==> src/rtl/lc3b_types.sv <==
// Shared LC-3b datapath types: machine word, fetch FSM states and the NOP encoding.
package lc3b_types;

    typedef logic [15:0] lc3b_word;

    typedef enum logic [1:0] {
        FETCH   = 2'd0,
        HOLD    = 2'd1,
        DISCARD = 2'd2
    } lc3b_fetch_state;

    localparam lc3b_word lc3b_nop = 16'h0000;

    // Sequential fetch step; wraps naturally at 16 bits and never touches bit 0.
    function automatic lc3b_word pc_inc(input lc3b_word pc);
        return pc + 16'd2;
    endfunction

endpackage

==> src/rtl/register.sv <==
// Width-parameterised load register with asynchronous active-low clear.
module register #(
    parameter int DATA_W = 16
) (
    input  logic              clk,
    input  logic              rst_n,
    input  logic              load,
    input  logic [DATA_W-1:0] data_in,
    output logic [DATA_W-1:0] data_out
);

    logic [DATA_W-1:0] data_q;
    logic [DATA_W-1:0] data_d;

    always_comb begin
        data_d = data_q;
        if (load) data_d = data_in;
    end

    always_ff @(posedge clk or negedge rst_n) begin
        if (!rst_n) data_q <= '0;
        else        data_q <= data_d;
    end

    assign data_out = data_q;

endmodule

==> src/rtl/fetch_stage.sv <==
// LC-3b instruction fetch: drives instruction memory and fills the IF/ID register,
// buffering one word under stall and squashing stale requests after a redirect.
module fetch_stage
    import lc3b_types::*;
(
    input  logic     clk,
    input  logic     rst_n,
    output lc3b_word imem_address,
    output logic     imem_read,
    input  lc3b_word imem_rdata,
    input  logic     imem_resp,
    input  logic     stall,
    input  logic     redirect,
    input  lc3b_word redirect_pc,
    output lc3b_word if_id_instruction,
    output lc3b_word if_id_pc,
    output logic     if_id_valid
);

    lc3b_fetch_state state_q, state_d;
    lc3b_word        pc_q, pc_d, pc_next;
    logic            pc_load;
    lc3b_word        disc_addr_q, disc_addr_d;
    lc3b_word        hold_instr_q, hold_instr_d;
    lc3b_word        hold_pc_q, hold_pc_d;
    lc3b_word        if_id_instr_q, if_id_instr_d;
    lc3b_word        if_id_pc_q, if_id_pc_d;
    logic            if_id_valid_q, if_id_valid_d;

    register #(.DATA_W(16)) pc_reg (
        .clk      (clk),
        .rst_n    (rst_n),
        .load     (pc_load),
        .data_in  (pc_d),
        .data_out (pc_q)
    );

    assign pc_next = pc_inc(pc_q);

    // While squashing, the bus keeps the stale address; pc already holds the new target.
    assign imem_address = (state_q == DISCARD) ? disc_addr_q : pc_q;
    assign imem_read    = (state_q != HOLD);

    always_comb begin
        state_d       = state_q;
        pc_load       = 1'b0;
        pc_d          = pc_q;
        disc_addr_d   = disc_addr_q;
        hold_instr_d  = hold_instr_q;
        hold_pc_d     = hold_pc_q;
        if_id_instr_d = if_id_instr_q;
        if_id_pc_d    = if_id_pc_q;
        if_id_valid_d = if_id_valid_q;

        if (redirect) begin
            pc_load       = 1'b1;
            pc_d          = redirect_pc;
            if_id_instr_d = lc3b_nop;
            if_id_valid_d = 1'b0;
            hold_instr_d  = lc3b_nop;
            hold_pc_d     = '0;
            case (state_q)
                FETCH: begin
                    state_d     = imem_resp ? FETCH : DISCARD;
                    disc_addr_d = pc_q;
                end
                HOLD:    state_d = FETCH;
                DISCARD: state_d = imem_resp ? FETCH : DISCARD;
                default: state_d = FETCH;
            endcase
        end else begin
            case (state_q)
                FETCH: begin
                    if (imem_resp) begin
                        pc_load = 1'b1;
                        pc_d    = pc_next;
                        if (stall) begin
                            hold_instr_d = imem_rdata;
                            hold_pc_d    = pc_next;
                            state_d      = HOLD;
                        end else begin
                            if_id_instr_d = imem_rdata;
                            if_id_pc_d    = pc_next;
                            if_id_valid_d = 1'b1;
                        end
                    end else if (!stall) begin
                        if_id_instr_d = lc3b_nop;
                        if_id_valid_d = 1'b0;
                    end
                end
                HOLD: begin
                    if (!stall) begin
                        if_id_instr_d = hold_instr_q;
                        if_id_pc_d    = hold_pc_q;
                        if_id_valid_d = 1'b1;
                        state_d       = FETCH;
                    end
                end
                DISCARD: begin
                    if (imem_resp) state_d = FETCH;
                    if (!stall) begin
                        if_id_instr_d = lc3b_nop;
                        if_id_valid_d = 1'b0;
                    end
                end
                default: state_d = FETCH;
            endcase
        end
    end

    always_ff @(posedge clk or negedge rst_n) begin
        if (!rst_n) begin
            state_q       <= FETCH;
            disc_addr_q   <= '0;
            hold_instr_q  <= lc3b_nop;
            hold_pc_q     <= '0;
            if_id_instr_q <= lc3b_nop;
            if_id_pc_q    <= '0;
            if_id_valid_q <= 1'b0;
        end else begin
            state_q       <= state_d;
            disc_addr_q   <= disc_addr_d;
            hold_instr_q  <= hold_instr_d;
            hold_pc_q     <= hold_pc_d;
            if_id_instr_q <= if_id_instr_d;
            if_id_pc_q    <= if_id_pc_d;
            if_id_valid_q <= if_id_valid_d;
        end
    end

    assign if_id_instruction = if_id_instr_q;
    assign if_id_pc          = if_id_pc_q;
    assign if_id_valid       = if_id_valid_q;

endmodule

==> config.mk <==
export PLATFORM = sky130hd
export DESIGN_NAME = fetch_stage
export DESIGN_NICKNAME = d
export VERILOG_FILES = /design/src/rtl/lc3b_types.sv /design/src/rtl/register.sv /design/src/rtl/fetch_stage.sv
export SDC_FILE = /design/constraint.sdc
export NUM_CORES = 1
export LEC_CHECK = 0
export BUFFER_PORTS_ARGS = -buffer_cell sky130_fd_sc_hd__buf_2
export CAP_MARGIN = 20
export CORE_MARGIN = 2
export CORE_UTILIZATION = 49
export CTS_CLUSTER_DIAMETER = 120
export DETAILED_ROUTE_END_ITERATION = 10
export PLACE_DENSITY = 0.71
export SLEW_MARGIN = 5
export SYNTH_ARGS = -nofsm -noshare
export SYNTH_HDL_FRONTEND = slang
export SYNTH_HIERARCHICAL = 1
export SYNTH_SLANG_ARGS = --single-unit
==> constraint.sdc <==
create_clock -name clk -period 3.7 [get_ports clk]
set_clock_uncertainty 0.1 [all_clocks]
set_input_delay 0.185 -clock clk [delete_from_list [all_inputs] [get_ports clk]]
set_output_delay 0.185 -clock clk [all_outputs]
set_load 0.01 [all_outputs]
==> flow_summary.json <==
{
  "status": "completed",
  "fin_cells": 774,
  "coreArea_um2": 11400,
  "r2r_setup_slack_ns": 1.06,
  "cts.clk_slew.worst_paths_ns": 0.07,
  "tritoncts": "done",
  "drtIter0Drc": 457,
  "setup_viol": 0,
  "numCtsBuffers": 9,
  "area_growth_pct": 11.8,
  "slew_headroom": 0.370,
  "worstReg2RegEnd": "pc_reg/data_out[5]$_DFFE_PN0P_",
  "port_buffers": 86,
  "drv_cap": 0,
  "wl_per_cell_um": 17.4,
  "hold_depth": 2,
  "min_from": "imem_rdata[2]",
  "ys_seq_area_frac": 0.432,
  "synthArstFlopShare": 1.00,
  "grt_pass1_vias": 4390,
  "fillerInstances": 1037,
  "post_cts_buffers": 0,
  "min_to": "hold_instr_q[2]$_DFFE_PN0P_",
  "ir_drop_uv": 348,
  "cp.arrival_ns": 2.77,
  "cp.required_ns": 3.83,
  "ios": 87,
  "die_h_um": 112,
  "overflow": 0,
  "max_freq_mhz": 379,
  "path_class": "reg -> reg",
  "grt_max_degree": 74,
  "die_w_um": 112,
  "synth-seq-cells": 99,
  "hp-class": "in -> reg",
  "r2r_start": "state_q[0]$_DFFE_PN0P_",
  "dp.cells": 753,
  "synth.avg_cell_area_um2": 9.98,
  "p_leak_nw": 2.82,
  "grt_pass1_wl_mm": 22.3,
  "pre_cts_ws_ns": 1.11,
  "reg2reg_depth": 6,
  "detail-route-antenna-nets": 0,
  "route.detailed.vias_per_inst": 5.91,
  "dieArea_um2": 12600,
  "synth_flop_cell": "dfrtp_1",
  "cp_slowest_cell": "nand2b_1",
  "wirelength_mm": 13.5,
  "yosys_warnings": 6,
  "netlist_area_um2": 5730,
  "first_pass_iters": 5,
  "setup_slack_ns": 1.06,
  "max_stage_delay_ns": 0.54,
  "num_vias": 4572,
  "initial_core_util": 0.502,
  "yosysUniqueCellTypes": 58,
  "drc": 0,
  "clk_latency_ns": 0.35,
  "cts.sinks": 99,
  "grt_usage": 0.219,
  "gp_congestion": 0.870,
  "fin_crit_ns": 2.64,
  "cp_max_fo": 16,
  "std_cell_rows": 39,
  "synth_fp_nets": 615,
  "clk_path_buf_depth": 2,
  "critPathLaunchType": "flop",
  "crit_chain": "inv_1 > ha_1 > nand2_1 > nand2b_1 > buf_4 > mux2_4",
  "tns_ns": 0,
  "antenna_found_initial": 0,
  "drv_slew": 0,
  "dp_hpwl_mm": 8.96,
  "power_density_nw_per_um2": 699,
  "n_antenna_cell": 0,
  "ctsRootBufferMaster": "clkbuf_16",
  "min_period_over_period": 0.712,
  "final_nets": 667,
  "rsz0062_at_grt": "no",
  "cts_htree_levels": 3,
  "worst_slew_pin_slew_ns": 0.944,
  "syn_inst": 574,
  "worst_setup_path_end_kind": "flop",
  "drive_gt1_frac": 0.266,
  "synth_edf_count": 0,
  "hold_viol": 0
}
## area by class of cell
type | instances | area (µm²) | share of cell area
Tap cell | 143 | 179 | 0.0279
Clock inverter | 4 | 50.0 | 0.00781
Inverter | 10 | 37.5 | 0.00586
Sequential cell | 99 | 2480 | 0.387
Multi-Input combinational cell | 407 | 2870 | 0.448
Clock buffer | 12 | 246 | 0.0385
Timing Repair Buffer | 99 | 548 | 0.0856
## layout by cell type, fill, tap and decap left out, drive strengths merged, types with 7 or more instances in the layout
master	n
inv	10
a22o	16
nand2	82
dfrtp	99
clkbuf	12
xnor2	16
mux2	44
nand3	7
a21oi	38
a32o	18
buf	95
o21ai	58
nor4	12
nand3b	16
a21o	18
nor2	14
nand4	8
## through the flow
stage | utilization | area (µm²) | hold WS, ns | total power, mW
floorplan | - | 5730 | -0.211 | 3.02
global placement | 0.530 | 6050 | 0.287 | 3.44
detailed placement | 0.530 | 6050 | 0.290 | 3.52
CTS | 0.560 | 6390 | 0.000868 | 4.48
global route | 0.561 | 6400 | 0.00374 | 4.78
finish | 0.561 | 6400 | 0.00391 | 4.47
## power by group
part | switching, mW | internal (mW) | total [mW]
logic | 0.940 | 0.818 | 1.76
clock network | 0.404 | 0.542 | 0.946
registers | 0.346 | 1.42 | 1.77
## sequential cells by signal, indices dropped and copies added (netlist names)
signal	cells
disc_addr_q	16
if_id_valid	1
state_q	2
hold_pc_q	16
hold_instr_q	16
if_id_pc	16
pc_reg/data_out	16
if_id_instruction	16
## how the worst max path moves through the flow
stage,cells past startpoint,to,from
4_1_cts,6,pc_reg/data_out[5]$_DFFE_PN0P_,state_q[0]$_DFFE_PN0P_
3_5_place_dp,6,pc_reg/data_out[5]$_DFFE_PN0P_,state_q[0]$_DFFE_PN0P_
2_1_floorplan,9,pc_reg/data_out[10]$_DFFE_PN0P_,state_q[0]$_DFFE_PN0P_
5_1_grt,6,pc_reg/data_out[5]$_DFFE_PN0P_,state_q[0]$_DFFE_PN0P_
6_report,6,pc_reg/data_out[5]$_DFFE_PN0P_,state_q[0]$_DFFE_PN0P_
3_3_place_gp,6,pc_reg/data_out[8]$_DFFE_PN0P_,state_q[0]$_DFFE_PN0P_
## worst max-delay path: cells and delay by family, from the launching register on
kind | cells | cell delay [ns]
mux | 1 | 0.32
flops | 1 | 0.41
buf+inv | 2 | 0.39
fa+ha+maj | 1 | 0.34
simple gates | 2 | 0.95
## timing repair
action                     4_1_cts  5_1_grt
gates resized for setup          0        0
setup endpoints to repair        0        0
hold endpoints to repair        75        0
hold buffers                     4        0
## layer usage
metal	up-vias	track usage	part of all wire
li1	2166	-	-
met1	2261	0.320	0.48
met4	0	0.0789	0.021
met3	21	0.0491	0.052
met2	124	0.320	0.45
met5	-	0	0
## synth_stat cells, types with 8 or more instances
cell type / n / area, µm²
a22o_1: 16 / 140
a21oi_1: 37 / 185
nand2_1: 82 / 308
mux2_2: 32 / 360
buf_6: 8 / 90.1
buf_2: 18 / 90.1
nor2_1: 14 / 52.6
xnor2_1: 16 / 140
o21ai_0: 53 / 265
clkbuf_1: 19 / 71.3
a21o_1: 18 / 135
nand3b_1: 16 / 120
inv_1: 10 / 37.5
nor4_1: 8 / 50.1
buf_4: 8 / 60.1
dfrtp_1: 99 / 2480
mux2_4: 12 / 180
a32o_1: 18 / 180
## cell families (layout without fill, tap and decap cells)
kind of cell / after synthesis / after routing / share of synthesized area
simple gates: 163 / 163 / 0.159
buf+inv: 68 / 125 / 0.0675
xor+xnor: 21 / 21 / 0.0321
mux: 50 / 50 / 0.105
compound gates: 169 / 169 / 0.196
flops: 99 / 99 / 0.432
fa+ha+maj: 4 / 4 / 0.00873
Power figures use the tool's default switching activity.
